`src/rtl/decode_queue.sv`:
```
// RV32I/RV64I decode stage: decodes each fetched instruction on entry and
// buffers the decoded record in a DEPTH-entry FIFO for the execute/control FSM.
module decode_queue #(
  parameter int XLEN  = 32,
  parameter int DEPTH = 2,
  parameter int CNT_W = 16
) (
  input  logic             clk,
  input  logic             rst_n,
  input  logic             flush,
  input  logic             in_valid,
  output logic             in_ready,
  input  logic [31:0]      in_instr,
  input  logic [XLEN-1:0]  in_pc,
  output logic             out_valid,
  input  logic             out_ready,
  output logic [6:0]       out_opcode,
  output logic [4:0]       out_rd,
  output logic [4:0]       out_rs1,
  output logic [4:0]       out_rs2,
  output logic [2:0]       out_funct3,
  output logic [6:0]       out_funct7,
  output logic [2:0]       out_sel_ext,
  output logic [XLEN-1:0]  out_imm,
  output logic [XLEN-1:0]  out_pc,
  output logic             out_illegal,
  output logic [CNT_W-1:0] illegal_cnt
);

  localparam int PTR_W = (DEPTH > 1) ? $clog2(DEPTH) : 1;
  localparam int CW    = $clog2(DEPTH) + 1;
  localparam logic [CW-1:0]    DEPTH_C = CW'(DEPTH);
  localparam logic [PTR_W-1:0] LAST_C  = PTR_W'(DEPTH - 1);

  localparam logic [2:0] SEL_I = 3'b000;
  localparam logic [2:0] SEL_S = 3'b001;
  localparam logic [2:0] SEL_B = 3'b010;
  localparam logic [2:0] SEL_U = 3'b011;
  localparam logic [2:0] SEL_J = 3'b100;

  typedef struct packed {
    logic [6:0]      opcode;
    logic [4:0]      rd;
    logic [4:0]      rs1;
    logic [4:0]      rs2;
    logic [2:0]      funct3;
    logic [6:0]      funct7;
    logic [2:0]      sel_ext;
    logic [XLEN-1:0] imm;
    logic [XLEN-1:0] pc;
    logic            illegal;
  } rec_t;

  rec_t             mem_q [DEPTH];
  logic [PTR_W-1:0] wr_ptr_q, wr_ptr_d;
  logic [PTR_W-1:0] rd_ptr_q, rd_ptr_d;
  logic [CW-1:0]    count_q, count_d;
  logic [CNT_W-1:0] ill_cnt_q, ill_cnt_d;

  rec_t               dec_rec;
  logic signed [31:0] imm32;
  logic [2:0]         sel;
  logic               legal;
  logic               push;
  logic               pop;

  // Handshake: a transfer happens on a rising edge where valid && ready are
  // both high. in_ready never looks at out_ready, so a full queue accepts a
  // new entry only the cycle after a pop; flush blocks both sides.
  assign in_ready  = (count_q < DEPTH_C) && !flush;
  assign out_valid = (count_q != '0);
  assign push      = in_valid && in_ready;
  assign pop       = out_valid && out_ready && !flush;

  // Immediates are assembled as signed 32-bit values, then sign-extended.
  always_comb begin
    sel   = SEL_I;
    imm32 = '0;
    legal = 1'b1;
    case (in_instr[6:0])
      7'b0000011, 7'b0010011, 7'b1100111, 7'b0001111, 7'b1110011: begin
        sel   = SEL_I;
        imm32 = {{20{in_instr[31]}}, in_instr[31:20]};
      end
      7'b0100011: begin
        sel   = SEL_S;
        imm32 = {{20{in_instr[31]}}, in_instr[31:25], in_instr[11:7]};
      end
      7'b1100011: begin
        sel   = SEL_B;
        imm32 = {{20{in_instr[31]}}, in_instr[7], in_instr[30:25],
                 in_instr[11:8], 1'b0};
      end
      7'b0110111, 7'b0010111: begin
        sel   = SEL_U;
        imm32 = {in_instr[31:12], 12'b0};
      end
      7'b1101111: begin
        sel   = SEL_J;
        imm32 = {{12{in_instr[31]}}, in_instr[19:12], in_instr[20],
                 in_instr[30:21], 1'b0};
      end
      7'b0110011: begin
        sel   = SEL_I;
        imm32 = '0;
      end
      default: legal = 1'b0;
    endcase
    if (in_instr[1:0] != 2'b11) legal = 1'b0;
    if (!legal) begin
      sel   = SEL_I;
      imm32 = '0;
    end
  end

  always_comb begin
    dec_rec.opcode  = in_instr[6:0];
    dec_rec.rd      = in_instr[11:7];
    dec_rec.rs1     = in_instr[19:15];
    dec_rec.rs2     = in_instr[24:20];
    dec_rec.funct3  = in_instr[14:12];
    dec_rec.funct7  = in_instr[31:25];
    dec_rec.sel_ext = sel;
    dec_rec.imm     = XLEN'(imm32);
    dec_rec.pc      = in_pc;
    dec_rec.illegal = !legal;
  end

  always_comb begin
    wr_ptr_d  = wr_ptr_q;
    rd_ptr_d  = rd_ptr_q;
    count_d   = count_q;
    ill_cnt_d = ill_cnt_q;
    if (flush) begin
      wr_ptr_d = '0;
      rd_ptr_d = '0;
      count_d  = '0;
    end else begin
      if (push) wr_ptr_d = (wr_ptr_q == LAST_C) ? '0 : wr_ptr_q + 1'b1;
      if (pop)  rd_ptr_d = (rd_ptr_q == LAST_C) ? '0 : rd_ptr_q + 1'b1;
      case ({push, pop})
        2'b10:   count_d = count_q + 1'b1;
        2'b01:   count_d = count_q - 1'b1;
        default: count_d = count_q;
      endcase
    end
    // Saturating: the counter holds at all-ones; flush leaves it alone.
    if (push && !legal && (ill_cnt_q != '1)) ill_cnt_d = ill_cnt_q + 1'b1;
  end

  always_ff @(posedge clk or negedge rst_n) begin
    if (!rst_n) begin
      wr_ptr_q  <= '0;
      rd_ptr_q  <= '0;
      count_q   <= '0;
      ill_cnt_q <= '0;
      for (int i = 0; i < DEPTH; i++) mem_q[i] <= '0;
    end else begin
      wr_ptr_q  <= wr_ptr_d;
      rd_ptr_q  <= rd_ptr_d;
      count_q   <= count_d;
      ill_cnt_q <= ill_cnt_d;
      if (push) mem_q[wr_ptr_q] <= dec_rec;
    end
  end

  rec_t head;
  assign head        = mem_q[rd_ptr_q];
  assign out_opcode  = head.opcode;
  assign out_rd      = head.rd;
  assign out_rs1     = head.rs1;
  assign out_rs2     = head.rs2;
  assign out_funct3  = head.funct3;
  assign out_funct7  = head.funct7;
  assign out_sel_ext = head.sel_ext;
  assign out_imm     = head.imm;
  assign out_pc      = head.pc;
  assign out_illegal = head.illegal;
  assign illegal_cnt = ill_cnt_q;

endmodule

```
`config.mk`:
```
export PLATFORM = sky130hd
export DESIGN_NAME = decode_queue
export DESIGN_NICKNAME = d
export VERILOG_FILES = /design/src/rtl/decode_queue.sv
export SDC_FILE = /design/constraint.sdc
export NUM_CORES = 1
export LEC_CHECK = 0
export CAP_MARGIN = 20
export CORE_MARGIN = 4
export CORE_UTILIZATION = 50
export CTS_CLUSTER_DIAMETER = 50
export DETAILED_ROUTE_END_ITERATION = 10
export DONT_BUFFER_PORTS = 1
export GPL_ROUTABILITY_DRIVEN = 0
export PLACE_DENSITY_LB_ADDON = 0.25
export SYNTH_ARGS = -nofsm -noshare
export SYNTH_HDL_FRONTEND = slang
export SYNTH_SLANG_ARGS = --single-unit
```
`constraint.sdc`:
```
create_clock -name clk -period 2.35 [get_ports clk]
set_input_delay 0.3525 -clock clk [delete_from_list [all_inputs] [get_ports clk]]
set_output_delay 0.3525 -clock clk [all_outputs]
set_load 0.005 [all_outputs]
```
Word-level counts from Yosys, hierarchy flattened --
Index checks and enable logic that the tools add are counted.
Cells by class: equal/unequal tests 15, reductions and logical operators 16, divide/modulo/power cells 0, magnitude comparators 4, multiply operators 0, muxes and demuxes 20, add/subtract/negate cells 5, bitwise logic cells 2, shift-type cells 0
Operators by type and width (number):
- 100-bit 2-to-1 mux | 4
- 200-bit bitwise mux | 1
- 32-bit case mux with 5 select lines | 1
- 100-bit demux with 1-bit select | 1
- 32-bit 2-to-1 mux | 1
- 7-bit equality test (second input constant) | 4
- 7-bit by 6-bit equality test with 1-bit output (second input constant) | 3
- 16-bit by 1-bit adder with 16-bit output (second input constant) | 1
- 16-bit inequality test (second input constant) | 1
- 7-bit by 5-bit equality test with 1-bit output (second input constant) | 2
- 3-bit case mux with 4 select lines | 1
- 11-bit OR reduction | 1
- 1-bit 2-to-1 mux | 8
- 7-bit by 2-bit equality test with 1-bit output (second input constant) | 1
- 7-bit by 4-bit equality test with 1-bit output (second input constant) | 1
- 1-bit logical AND | 7
- 2-bit nonzero test | 3
- 5-bit OR reduction | 1
- 2-bit greater-or-equal comparator (second input constant) | 2
- 1-bit NOT with 2-bit output | 2
- 2-bit case mux with 2 select lines | 1
- 3-bit 2-to-1 mux | 1
- 3-bit nonzero test | 1
- 1-bit adder (second input constant) | 2
- other kinds (10) | 11
Storage, ports and cells: memories kept 0, input port bits 69, bits in writable memories 0, ROM bits 0, flip-flop bits (word level) 220, output and inout bits 118, bits in latches 0, logic and storage cells 86

Depth between registers and ports, before layout --
word-level depth 7, depth in mapped cells 9, mapped depth without buffers 6

Worst setup path before layout --
OpenSTA, ideal clock, no wires.
path type reg2reg, from register ill_cnt_q[0], in the netlist illegal_cnt[0], to register ill_cnt_q[1], in the netlist illegal_cnt[1], arrival 1.724 ns, buffers on the path 0, setup slack 0.498 ns, cell stages (with the launch flop) 6, data required time 2.222 ns, library setup time 0.128 ns, period minus slack after synthesis 1.852 ns, cell sequence dfrtp_1 -> ha_1 -> nand2_1 -> or4b_4 -> o21ai_2 -> mux2_1
Between the ends: word-level cells in the longest chain between the ends 2, elaborated cells on any way between the ends 3, those cells by class 1 x add/sub; 1 x eq/ne; 1 x reduce/logical
Ends and longest elaborated chain:
- start, declared | line 58 | logic [CNT_W-1:0] ill_cnt_q, ill_cnt_d;
- start signal, assigned | line 162 | ill_cnt_q <= ill_cnt_d;
- parallel branches: the longest is 2 deep, another holds 16-bit by 1-bit adder with 16-bit output
Several ways; the timed one is not identified. A chain may end at the register's enable or synchronous reset.

Worst setup path in the final report --
from register rd_ptr_q, to output out_pc[28]
Between the ends: word-level cells in the longest chain between the ends 4
Ends and longest elaborated chain:
- start, declared | line 56 | logic [PTR_W-1:0] rd_ptr_q, rd_ptr_d;
- start signal, assigned | line 160 | rd_ptr_q <= rd_ptr_d;
- 1-bit NOT with 2-bit output (implied by the code) | line 168 | assign head = mem_q[rd_ptr_q];
- 100-bit 2-to-1 mux (implied by the code) (3 in a row) | line 168
- end, declared | line 25 | output logic [XLEN-1:0] out_pc,
No other way between the ends. The select of a mux whose other input is x is not followed.

==> run_results.csv <==
group,metric,value,unit
outcome,status,"finished, violations left",
outcome,violations,"hold timing",
sta,finalSetupTns,0,ns
routing,dr.pass1.iters,6,
worst_setup_path,reg2regPathDepth,5,
worst_setup_path,worstPathArrival,1.92,ns
clock_tree,cts_buffers,27,
power_and_ir_drop,internal_power,7.87,mW
synthesis,ys.flop_type,"dfrtp_1",
routing,drc,0,
power_and_ir_drop,p_comb_share,16.3,%
worst_setup_path,start_kind,"register",
die,fp.dieW,150,um
routing,drt_iter0_markers,435,
routing,antenna_left,0,
synthesis,synth.avg_cell_area,9.29,um^2
synthesis,yosysSeqAreaShare,54.8,%
synthesis,syn_area,10000,um^2
routing,wirelength,25.9,mm
worst_setup_path,cp_max_fo,23,
synthesis,synth_cells,1081,
placed_design,io_buffers,0,
power_and_ir_drop,p_total,10.9,mW
synthesis,yosys_warnings,0,
grt,track_usage,23.3,%
clock_tree,ctsHtreeMaxLevel,1,
placed_design,hpwl,15.9,mm
sta,setup_viol,0,
sta,clock_skew,0.00543,ns
clock_tree,ctsHoldBuffers,66,
routing,wl_per_cell,18.3,um
power_and_ir_drop,p_leak,5.68,nW
synthesis,synth_nets,1151,
grt,grt.overflow.total,0,
die,placementRows,51,
grt,grt_pass1_vias,7605,
sta,min_period,2.27,ns
synthesis,synth_area_leaders,"dfrtp_1, nand2_1, mux2_2",
worst_hold_path,min_path_type,"in2async",
die,fp.dieH,150,um
power_and_ir_drop,p_sw_share,27.5,%
worst_setup_path,critical_path_required,2.00,ns
sta,whs,-0.460,ns
clock_tree,clk_pin_slew,0.06,ns
synthesis,post_synth_num_cell_types,49,
clock_tree,clock-root-buffer,"clkbuf_16",
sta,hold_viol,220,
sta,worst_pin_slew,0.984,ns
worst_setup_path,end_kind,"output pin",
routing,viasPerCell,5.32,
clock_tree,clock_sinks,220,
finish,nets,1196,
routing,via_count,7496,
power_and_ir_drop,power.switching,2.98,mW
die,coreArea,19600,um^2
synthesis,ys_ff_latch,220,
power_and_ir_drop,power.density,914,nW/um^2
sta,slew-limit-headroom,34.1,%
grt,antenna_found_initial,1,
power_and_ir_drop,pwr-share-clk,37.3,%
finish,drive_above_1_share,15.3,%
worst_setup_path,crit_type,"reg2out",
power_and_ir_drop,peakVddDrop,528,uV
sta,final_max_slew_viol_count,0,
finish,syn2layout_area_growth,18.2,%
synthesis,synth_edf_count,0,
die,num_io_pins,187,
synthesis,synth_largest_type_area_fraction,54.8,%
grt,grt_max_degree,221,
die,start_util,51.3,%
power_and_ir_drop,p_seq_share,46.3,%
run,max_cap_viol_count,0,
clock_tree,cts_tree,"yes",
die,die_area,22400,um^2
sta,finalCritPeriodShare,96.6,%
grt,grt_pass1_wl,41.9,mm
clock_tree,clkLatencyLatePin,0.51,ns
synthesis,synth_top_area_cell,"dfrtp_1",
clock_tree,cts_buffer_depth,3,
sta,clock.fmax,441,MHz
sta,rsz0062_at_grt,"no",
synthesis,async_flop_share,100,%
cells in the mapped netlist (all sizes together) (2+ instances only):
master / number
nand3: 5
and3: 8
o21ai: 47
nor3: 5
nand2b: 5
inv: 7
nand2: 462
clkbuf: 39
a22oi: 6
xnor2: 6
xor2: 10
o31ai: 4
nor3b: 2
o211ai: 26
nor2: 40
dfrtp: 220
buf: 29
nand3b: 3
mux2: 98
nand4: 3
a21oi: 28
and2: 3
a31oi: 2
nor2b: 7
layout by cell type (no fill, tap or decap), types with 2 or more instances in the layout:
cell	synthesis	layout
buf_4	0	12
clkbuf_16	0	27
a22oi_1	6	6
mux2_2	97	97
xnor2_1	6	6
nor2b_1	7	6
and2_1	3	3
o31ai_1	4	4
nand3_1	5	5
xor2_1	10	10
buf_12	0	6
o21ai_0	44	44
nand2b_1	5	4
nand3b_1	3	3
o211ai_2	2	2
o211ai_1	24	24
nor3_1	5	5
bufinv_16	0	2
nand4_1	3	3
clkinv_2	0	5
clkbuf_1	39	3
clkinv_4	0	4
dlygate4sd3_1	0	66
and3_1	8	7
dfrtp_1	220	219
clkbuf_8	0	5
inv_1	7	7
o21ai_1	2	2
nor2_1	39	39
nand2_1	462	461
a21oi_1	27	27
what timing repair did:
action | 4_1_cts | 5_1_grt
resized for setup | 0 | 0
setup endpoints to repair | 0 | 0
endpoints found under the hold margin | 376 | 220
buffers inserted | 0 | 0
power by group through the flow:
stage,Combinational [mW],Sequential (mW),Clock (mW)
2_1_floorplan,1.32,4.94,0
3_3_place_gp,1.61,5.06,0
3_5_place_dp,1.65,5.08,0
4_1_cts,1.78,5.03,4.14
5_1_grt,2.01,5.13,4.32
6_report,1.77,5.03,4.05
critical path, stage by stage (launching register included):
cell and delay (ns):
dfrtp_4 0.68, buf_4 0.31, mux2_2 0.40
per-layer routing:
metal,GRT usage [%],wire length (um)
met2,36.9,12000
met1,31.9,11300
met4,5.49,481
met3,6.78,2120
met5,0,0
cells by family (layout without fill, tap and decap cells):
family          Yosys count  in the layout  share of synthesized area [%]
flops                   220            220                           54.8
compound gates          119            119                           7.29
simple gates            551            551                           22.2
xor+xnor                 16             16                           1.40
mux                      99             99                           11.1
buf+inv                  75            138                           3.11
other cells               0              1                              0
fa+ha+maj                 1              1                          0.125
final timing paths:
kind                              end  slack (ns)    startpoint
min in group clk           mem_q[158]        0.02  in_instr[25]
max reg2reg                mem_q[156]        0.28    count_q[1]
min                          mem_q[9]       -0.46         rst_n
max in group asynchronous   mem_q[82]        2.55         rst_n
min reg2reg                 mem_q[82]        0.46     mem_q[82]
max                        out_pc[28]        0.08      rd_ptr_q
layout make-up:
type	count	area, um^2
Fill cell	1700	7720
Sequential cell	220	5510
Clock buffer	35	756
Inverter	7	26.3
Tap cell	265	332
Antenna cell	1	2.50
Timing Repair Buffer	84	871
Multi-Input combinational cell	786	4250
Clock inverter	12	129
sequential cells by signal (all words and copies together) (netlist names):
signal and flops:
wr_ptr_q 1, mem_q 200, illegal_cnt 16, count_q 2, rd_ptr_q 1
through the flow:
| stage | setup WS (ns) | instance area (um^2) | utilization, % | instances | hold WS (ns) |
|---|---|---|---|---|---|
| 6_report | 0.0809 | 11900 | 60.6 | 1410 | -0.460 |
| 2_1_floorplan | 0.498 | 10000 | - | 1081 | 0.0569 |
| 4_1_cts | 0.0632 | 11900 | 60.6 | 1409 | -0.483 |
| 3_3_place_gp | 0.286 | 10300 | 52.7 | 1296 | 0.0652 |
| 5_1_grt | 0.00551 | 11900 | 60.6 | 1410 | -0.480 |
| 3_5_place_dp | 0.223 | 10300 | 52.7 | 1296 | 0.0656 |
Power figures use the tool's default switching activity.
==> RTL change, RTL diff (same settings) <==
Set the parameter `DEPTH` to 4 (it was 2).
--- a/src/rtl/decode_queue.sv
+++ b/src/rtl/decode_queue.sv
@@ -4,3 +4,3 @@
   parameter int XLEN  = 32,
-  parameter int DEPTH = 2,
+  parameter int DEPTH = 4,
   parameter int CNT_W = 16
Formal check against the unedited RTL: not equivalent (Yosys sat finds a counterexample within 4 cycles, from zero or initial values and one cycle with rst_n low).
==> RTL change against the unedited design <==
The flow still finishes with violations (negative hold slack). Synthesized area up 88%. Sequential cell count up 203. Wire length up 100%. Worst setup slack worse by 56 ps. Final area up 85%. Power up 140%. Non-clock buffer count up 26. Count of clock-buffer cells in the layout up 39. Final cell count up 76%. First-iteration DRC count rose to 2.8 times the old value. Largest cell class unchanged.
==> RTL change: results <==
set metrics [dict create \
    grtUsageTotal_pct 25.5 \
    use_met3_pct 7.06 \
    p_leak_nw 10.4 \
    met1_usage_pct 34.8 \
    cts_setup_buffers 4 \
    largest_register_ff_count 400 \
    r2r_setup_slack_ps 260 \
    crit_family "multiplexers" \
    reg2reg_depth 7 \
    syn_inst 1894 \
    routed_wl_um 52000 \
    drt_pre_antenna_iters 5 \
    drt-initial-drc-count 1199 \
    netlist_top_cells_count "nand2_1, dfrtp_1, mux4_2" \
    clk-power_w 0.00797 \
    dpl.cell_count 2317 \
    slowest_delay_ps 600 \
    failed_checks "negative hold slack" \
    antenna_found_initial 2 \
    powerSeq_w 0.0116 \
    cp.arrival_ps 1970 \
    grtUsageMet2_pct 41.1 \
    fin_hold_ws_ps -525 \
    cts_resized 9 \
    status "complete, but fails checks" \
    placed_area_mm2 0.0195 \
    met1Wirelength_um 21500 \
    path_max_fanout 24 \
    hold_violations 423 \
]
-- RTL change: cell count changes in the layout (fill, tap and decap cells not counted), moves of 10 or more --
cell	delta
a21oi_1	+32
a22o_1	+10
buf_4	+13
clkbuf_16	+26
dfrtp_1	+202
mux2_2	-96
mux4_2	+100
nand2_1	+424
nand3_1	+10
nor2_1	+25
o211ai_1	+17
o31ai_1	+18
xnor2_1	+12
xor2_1	-10
-- RTL change: cells by family after synthesis --
logic type      count (synthesis)  share of synthesized area (%)
buf+inv                       129                           2.72
fa+ha+maj                       7                          0.504
xor+xnor                       18                          0.835
mux                           102                           12.0
simple gates                 1019                           21.1
compound gates                196                           6.69
flops                         423                           56.1
-- RTL change: layout make-up --
type	count	area (um2)	area share, %
inverter	7	26.3	0.119
tap	504	631	2.87
timing repair buffer	110	1210	5.52
multi-input combinational	1342	7810	35.5
clock inverter	16	201	0.916
clock buffer	74	1530	6.93
sequential	423	10600	48.1
